### src/rtl/blink_ctrl.sv
// blink_ctrl: sequencer that toggles a switch output in timed bursts.
// Each blink is an on-phase followed by an off-phase, each lasting the
// half-period latched at start. A burst length of zero runs continuously.
// Optional build macro: BLINK_CTRL_RESTART_EN lets a start request issued
// while a burst is running re-latch the configuration and begin a fresh
// burst instead of being ignored.
//
// Handshake: i_start and i_stop are single-edge requests sampled on the
// rising edge of clk. i_stop has priority over i_start. o_busy is high
// while a burst runs. o_done pulses for one cycle only when a burst ends
// by reaching its blink count; an abort never raises o_done.
module blink_ctrl #(
    parameter int CNT_WIDTH   = 16,
    parameter int BURST_WIDTH = 4
) (
    input  logic                   clk,
    input  logic                   i_rst,
    input  logic                   i_start,
    input  logic                   i_stop,
    input  logic [CNT_WIDTH-1:0]   i_half_period,
    input  logic [BURST_WIDTH-1:0] i_nblinks,
    output logic                   o_sw,
    output logic                   o_busy,
    output logic                   o_done
);

    typedef enum logic {
        IDLE = 1'b0,
        RUN  = 1'b1
    } state_t;

    localparam logic [CNT_WIDTH-1:0]   CNT_ONE   = 1;
    localparam logic [BURST_WIDTH-1:0] BURST_ONE = 1;

    state_t                 state;
    logic [CNT_WIDTH-1:0]   hp;
    logic [CNT_WIDTH-1:0]   cnt;
    logic [BURST_WIDTH-1:0] nb;
    logic [BURST_WIDTH-1:0] blink_cnt;

    logic [CNT_WIDTH-1:0]   hp_start;
    logic [CNT_WIDTH-1:0]   hp_last;
    logic [BURST_WIDTH-1:0] blink_next;
    logic                   phase_end;
    logic                   last_blink;

    // A zero half-period is treated as one cycle so the output still toggles.
    assign hp_start   = (i_half_period == '0) ? CNT_ONE : i_half_period;
    assign hp_last    = hp - CNT_ONE;
    assign phase_end  = (cnt == hp_last);
    assign blink_next = blink_cnt + BURST_ONE;
    assign last_blink = (nb != '0) && (blink_next == nb);

    // Two-state sequencer with registered switch/status outputs.
    always_ff @(posedge clk or posedge i_rst) begin
        if (i_rst) begin
            state     <= IDLE;
            hp        <= '0;
            nb        <= '0;
            cnt       <= '0;
            blink_cnt <= '0;
            o_sw      <= 1'b0;
            o_busy    <= 1'b0;
            o_done    <= 1'b0;
        end else begin
            o_done <= 1'b0;
            case (state)
                IDLE: begin
                    o_sw   <= 1'b0;
                    o_busy <= 1'b0;
                    if (i_start && !i_stop) begin
                        hp        <= hp_start;
                        nb        <= i_nblinks;
                        cnt       <= '0;
                        blink_cnt <= '0;
                        o_sw      <= 1'b1;
                        o_busy    <= 1'b1;
                        state     <= RUN;
                    end
                end
                RUN: begin
                    if (i_stop) begin
                        o_sw   <= 1'b0;
                        o_busy <= 1'b0;
                        state  <= IDLE;
                    end
`ifdef BLINK_CTRL_RESTART_EN
                    else if (i_start) begin
                        // Restart beats a coinciding completion flip.
                        hp        <= hp_start;
                        nb        <= i_nblinks;
                        cnt       <= '0;
                        blink_cnt <= '0;
                        o_sw      <= 1'b1;
                    end
`endif
                    else if (phase_end) begin
                        cnt  <= '0;
                        o_sw <= ~o_sw;
                        // A falling flip closes one blink.
                        if (o_sw) begin
                            blink_cnt <= blink_next;
                            if (last_blink) begin
                                o_busy <= 1'b0;
                                o_done <= 1'b1;
                                state  <= IDLE;
                            end
                        end
                    end else begin
                        cnt <= cnt + CNT_ONE;
                    end
                end
                default: begin
                    o_sw   <= 1'b0;
                    o_busy <= 1'b0;
                    state  <= IDLE;
                end
            endcase
        end
    end

endmodule

### config.mk
export PLATFORM = sky130hd
export DESIGN_NAME = blink_ctrl
export DESIGN_NICKNAME = d
export VERILOG_FILES = /design/src/rtl/blink_ctrl.sv
export SDC_FILE = /design/constraint.sdc
export NUM_CORES = 1
export LEC_CHECK = 0
export BUFFER_PORTS_ARGS = -buffer_cell sky130_fd_sc_hd__buf_4
export CAP_MARGIN = 5
export CELL_PAD_IN_SITES_DETAIL_PLACEMENT = 2
export CELL_PAD_IN_SITES_GLOBAL_PLACEMENT = 2
export CORE_ASPECT_RATIO = 0.8
export CORE_MARGIN = 10
export CORE_UTILIZATION = 25
export DETAILED_ROUTE_END_ITERATION = 8
export MAX_ROUTING_LAYER = met4
export PLACE_DENSITY_LB_ADDON = 0.1
export SETUP_SLACK_MARGIN = 0.4
export SYNTH_ARGS = -nofsm -noshare
export SYNTH_HDL_FRONTEND = slang
export SYNTH_SLANG_ARGS = --single-unit
### constraint.sdc
create_clock -name clk -period 4.2 [get_ports clk]
set_input_delay 0.21 -clock clk [delete_from_list [all_inputs] [get_ports clk]]
set_output_delay 0.21 -clock clk [all_outputs]
set_load 0.02 [all_outputs]
==> results.json <==
{
  "synth_area_um2": 2705,
  "fmax_mhz": 304.5,
  "post-cts-setup-buffers": 0,
  "worstReg2RegStart": "hp[0]$_DFFE_PP0P_",
  "vias": 2176,
  "mostFrequentLayoutCells": "dfrtp_1, buf_4, nand2_1",
  "grt_setup_unrepaired": "false",
  "wl_per_cell_um": 17.95,
  "postSynthAreaPerCell_um2": 9.661,
  "leakagePower_uw": 0.001269,
  "grt_pass1_vias": 2291,
  "slew_headroom_pct": 34.38,
  "setup-tns-final_ns": 0,
  "clockBufferDepth": 2,
  "initial_core_util_pct": 26.00,
  "synthFlopType": "dfrtp_1",
  "die_x_um": 136.3,
  "grt_use_total_pct": 11.14,
  "die_area_um2": 15410,
  "switchingPower_uw": 411.2,
  "fp-row-count": 33,
  "drt_iter0_drc": 113,
  "synth_nets": 307,
  "r2r_cells": 10,
  "hold_end": "hp[8]$_DFFE_PP0P_",
  "max_stage_delay_ns": 0.50,
  "setup_viol": 0,
  "crit_type": "reg -> reg",
  "cts_tree": "done",
  "h-tree-depth": 2,
  "slowest_stage": "or4_1",
  "ant_nets": 0,
  "cts.reportedPaths.clkPinSlew_ns": 0.06,
  "grt_overflow": 0,
  "n_fill_cell": 1173,
  "hold_class": "in -> reg",
  "n_antenna_cell": 0,
  "tightest_slew_ns": 0.9828,
  "max-vdd-ir-drop_uv": 160.1,
  "yosysWarnings": 0,
  "p_clk_share_pct": 29.4,
  "synthToLayoutAreaGrowth_pct": 16.93,
  "hold_buffers": 0,
  "cts.sinks": 44,
  "p_int_uw": 846.2,
  "syn_inst": 280,
  "crit_chain": "inv_1, ha_1, nor3b_1, nand2_1, o31ai_1, nand4_1, a2111oi_4, nand3_2, or4_1, nand3_1",
  "synth_async_sr_flop_share_pct": 100.0,
  "ys_seq_elements": 44,
  "drc_errors": 0,
  "synth_cell_types": 53,
  "cp-start-kind": "flip-flop",
  "fin_ws_ns": 0.9162,
  "synth-seq-area-share_pct": 40.70,
  "required_ns": 4.43,
  "layout.cells.most_common": "dfrtp_1",
  "io_pins": 27,
  "hpwl_mm": 6.024,
  "gp_congestion": 0.7943,
  "layout.nets": 329,
  "via_per_inst": 4.945,
  "hp-start": "i_half_period[8]",
  "port_buffers": 26,
  "netSwitchingFraction_pct": 32.70,
  "drt-pass1-iter-count": 4,
  "max_cap_violations": 0,
  "finalInstanceArea_um2": 3163,
  "worstHoldPathCells": 3,
  "placed_area_um2": 3038,
  "core-area_um2": 10410,
  "totalWireLength_mm": 7.899,
  "final_max_slew_viol_count": 0,
  "drive_above_1_share_pct": 21.00,
  "rrSetupSlack_ns": 0.92,
  "end_kind": "flip-flop",
  "antenna_found_initial": 0,
  "grt_max_degree": 45,
  "seqPwrFrac_pct": 46.7,
  "arrival_ns": 3.51,
  "finalCriticalPeriod_ns": 3.284,
  "die_h_um": 113.0,
  "root_buffer": "clkbuf_16",
  "post_cts_resized": 0,
  "status": "finished clean",
  "place_ws_ns": 0.8276,
  "cts_buffers": 5,
  "finClkSkew_ns": 0.006313,
  "clk_latency_ns": 0.29,
  "comb_power_share_pct": 24.0,
  "crit_fanout": 7,
  "grt_pass1_wl_mm": 13.23,
  "multi_input_area_um2": 1510,
  "synth_edf_count": 0,
  "power_density_nw_per_um2": 397.5,
  "period_share_pct": 78.19,
  "finalHoldViolations": 0,
  "ff_latch_area_um2": 1101,
  "r2r_end": "blink_cnt[3]$_DFFE_PP0P_"
}
synthesized netlist by cell type (all sizes together), types with 2 or more instances:
cell | n | share of area (%)
a211oi | 2 | 0.55
and3 | 5 | 1.2
o31ai | 4 | 1.1
nor3 | 7 | 1.5
dfrtp | 44 | 41
o311ai | 7 | 2.3
or3 | 2 | 0.46
nor2 | 13 | 1.8
nand3 | 20 | 3.9
nor4 | 8 | 2.4
a21oi | 8 | 1.5
nand2 | 27 | 3.7
nand2b | 5 | 1.2
buf | 4 | 0.97
o211ai | 6 | 1.9
ha | 3 | 1.4
or4 | 4 | 1.4
xnor2 | 11 | 3.6
clkbuf | 9 | 1.2
a31oi | 3 | 0.69
nand3b | 2 | 0.69
nor3b | 2 | 0.55
o21ai | 14 | 2.6
xor2 | 17 | 5.5
nand4 | 4 | 0.92
or2 | 2 | 0.46
mux2 | 18 | 7.5
a21o | 2 | 0.55
inv | 11 | 1.5
mux2i | 2 | 0.74
metal layers:
metal  GRT usage [%]  routed length, um
met5               -                  0
met4           3.189                 42
met3           2.520                196
met2           14.33               3260
met1           16.60               4400
metrics by stage:
stage	cells	total power (uW)	hold slack, ns	util, %
2_1_floorplan	280	797.4	0.3268	-
3_3_place_gp	435	890.3	0.4306	29.20
3_5_place_dp	435	902.1	0.4373	29.20
4_1_cts	440	1283	0.1353	30.40
5_1_grt	440	1347	0.1451	30.40
6_report	440	1257	0.1423	30.40
critical path: cells and delay by family (launching register included):
kind / cells / cell delay (ns)
compound gates: 2 / 0.77
fa+ha+maj: 1 / 0.23
buf+inv: 1 / 0.08
flops: 1 / 0.43
simple gates: 6 / 1.70
power groups by stage:
| stage | Sequential [uW] | Clock (uW) | Combinational [uW] |
|---|---|---|---|
| floorplan | 553 | 0 | 245 |
| global placement | 592 | 0 | 298 |
| detailed placement | 597 | 0 | 306 |
| CTS | 589 | 386 | 309 |
| global route | 603 | 400 | 344 |
| finish | 587 | 369 | 301 |
logic make-up after synthesis:
group | share of synthesized area, %
compound gates | 14.57
fa+ha+maj | 1.388
flops | 40.70
mux | 8.233
simple gates | 21.46
buf+inv | 3.746
xor+xnor | 9.898
sequential cells by signal (all words and copies together), names as in the netlist:
register	cells
o_busy	1
cnt	16
blink_cnt	4
hp	16
o_done	1
o_sw	1
state	1
nb	4
worst max-delay path by stage:
stage                            from                        to  slack, ns  depth (start not counted)
global placement    hp[0]$_DFFE_PP0P_  blink_cnt[3]$_DFFE_PP0P_       0.82                         10
global route        hp[0]$_DFFE_PP0P_  blink_cnt[3]$_DFFE_PP0P_       0.53                         10
finish              hp[0]$_DFFE_PP0P_  blink_cnt[3]$_DFFE_PP0P_       0.92                         10
CTS                 hp[0]$_DFFE_PP0P_  blink_cnt[3]$_DFFE_PP0P_       0.82                         10
floorplan           hp[2]$_DFFE_PP0P_  blink_cnt[3]$_DFFE_PP0P_       1.38                         10
detailed placement  hp[0]$_DFFE_PP0P_  blink_cnt[3]$_DFFE_PP0P_       0.83                         10
cell type report:
class                      count  share of cell area [%]
sequential                    44                   34.81
timing repair buffer          28                   6.646
inverter                      11                   1.305
tap                          140                   5.538
clock buffer                   5                   3.956
multi-input combinational    212                   47.75
No activity file was read; power rests on OpenSTA's default activity.
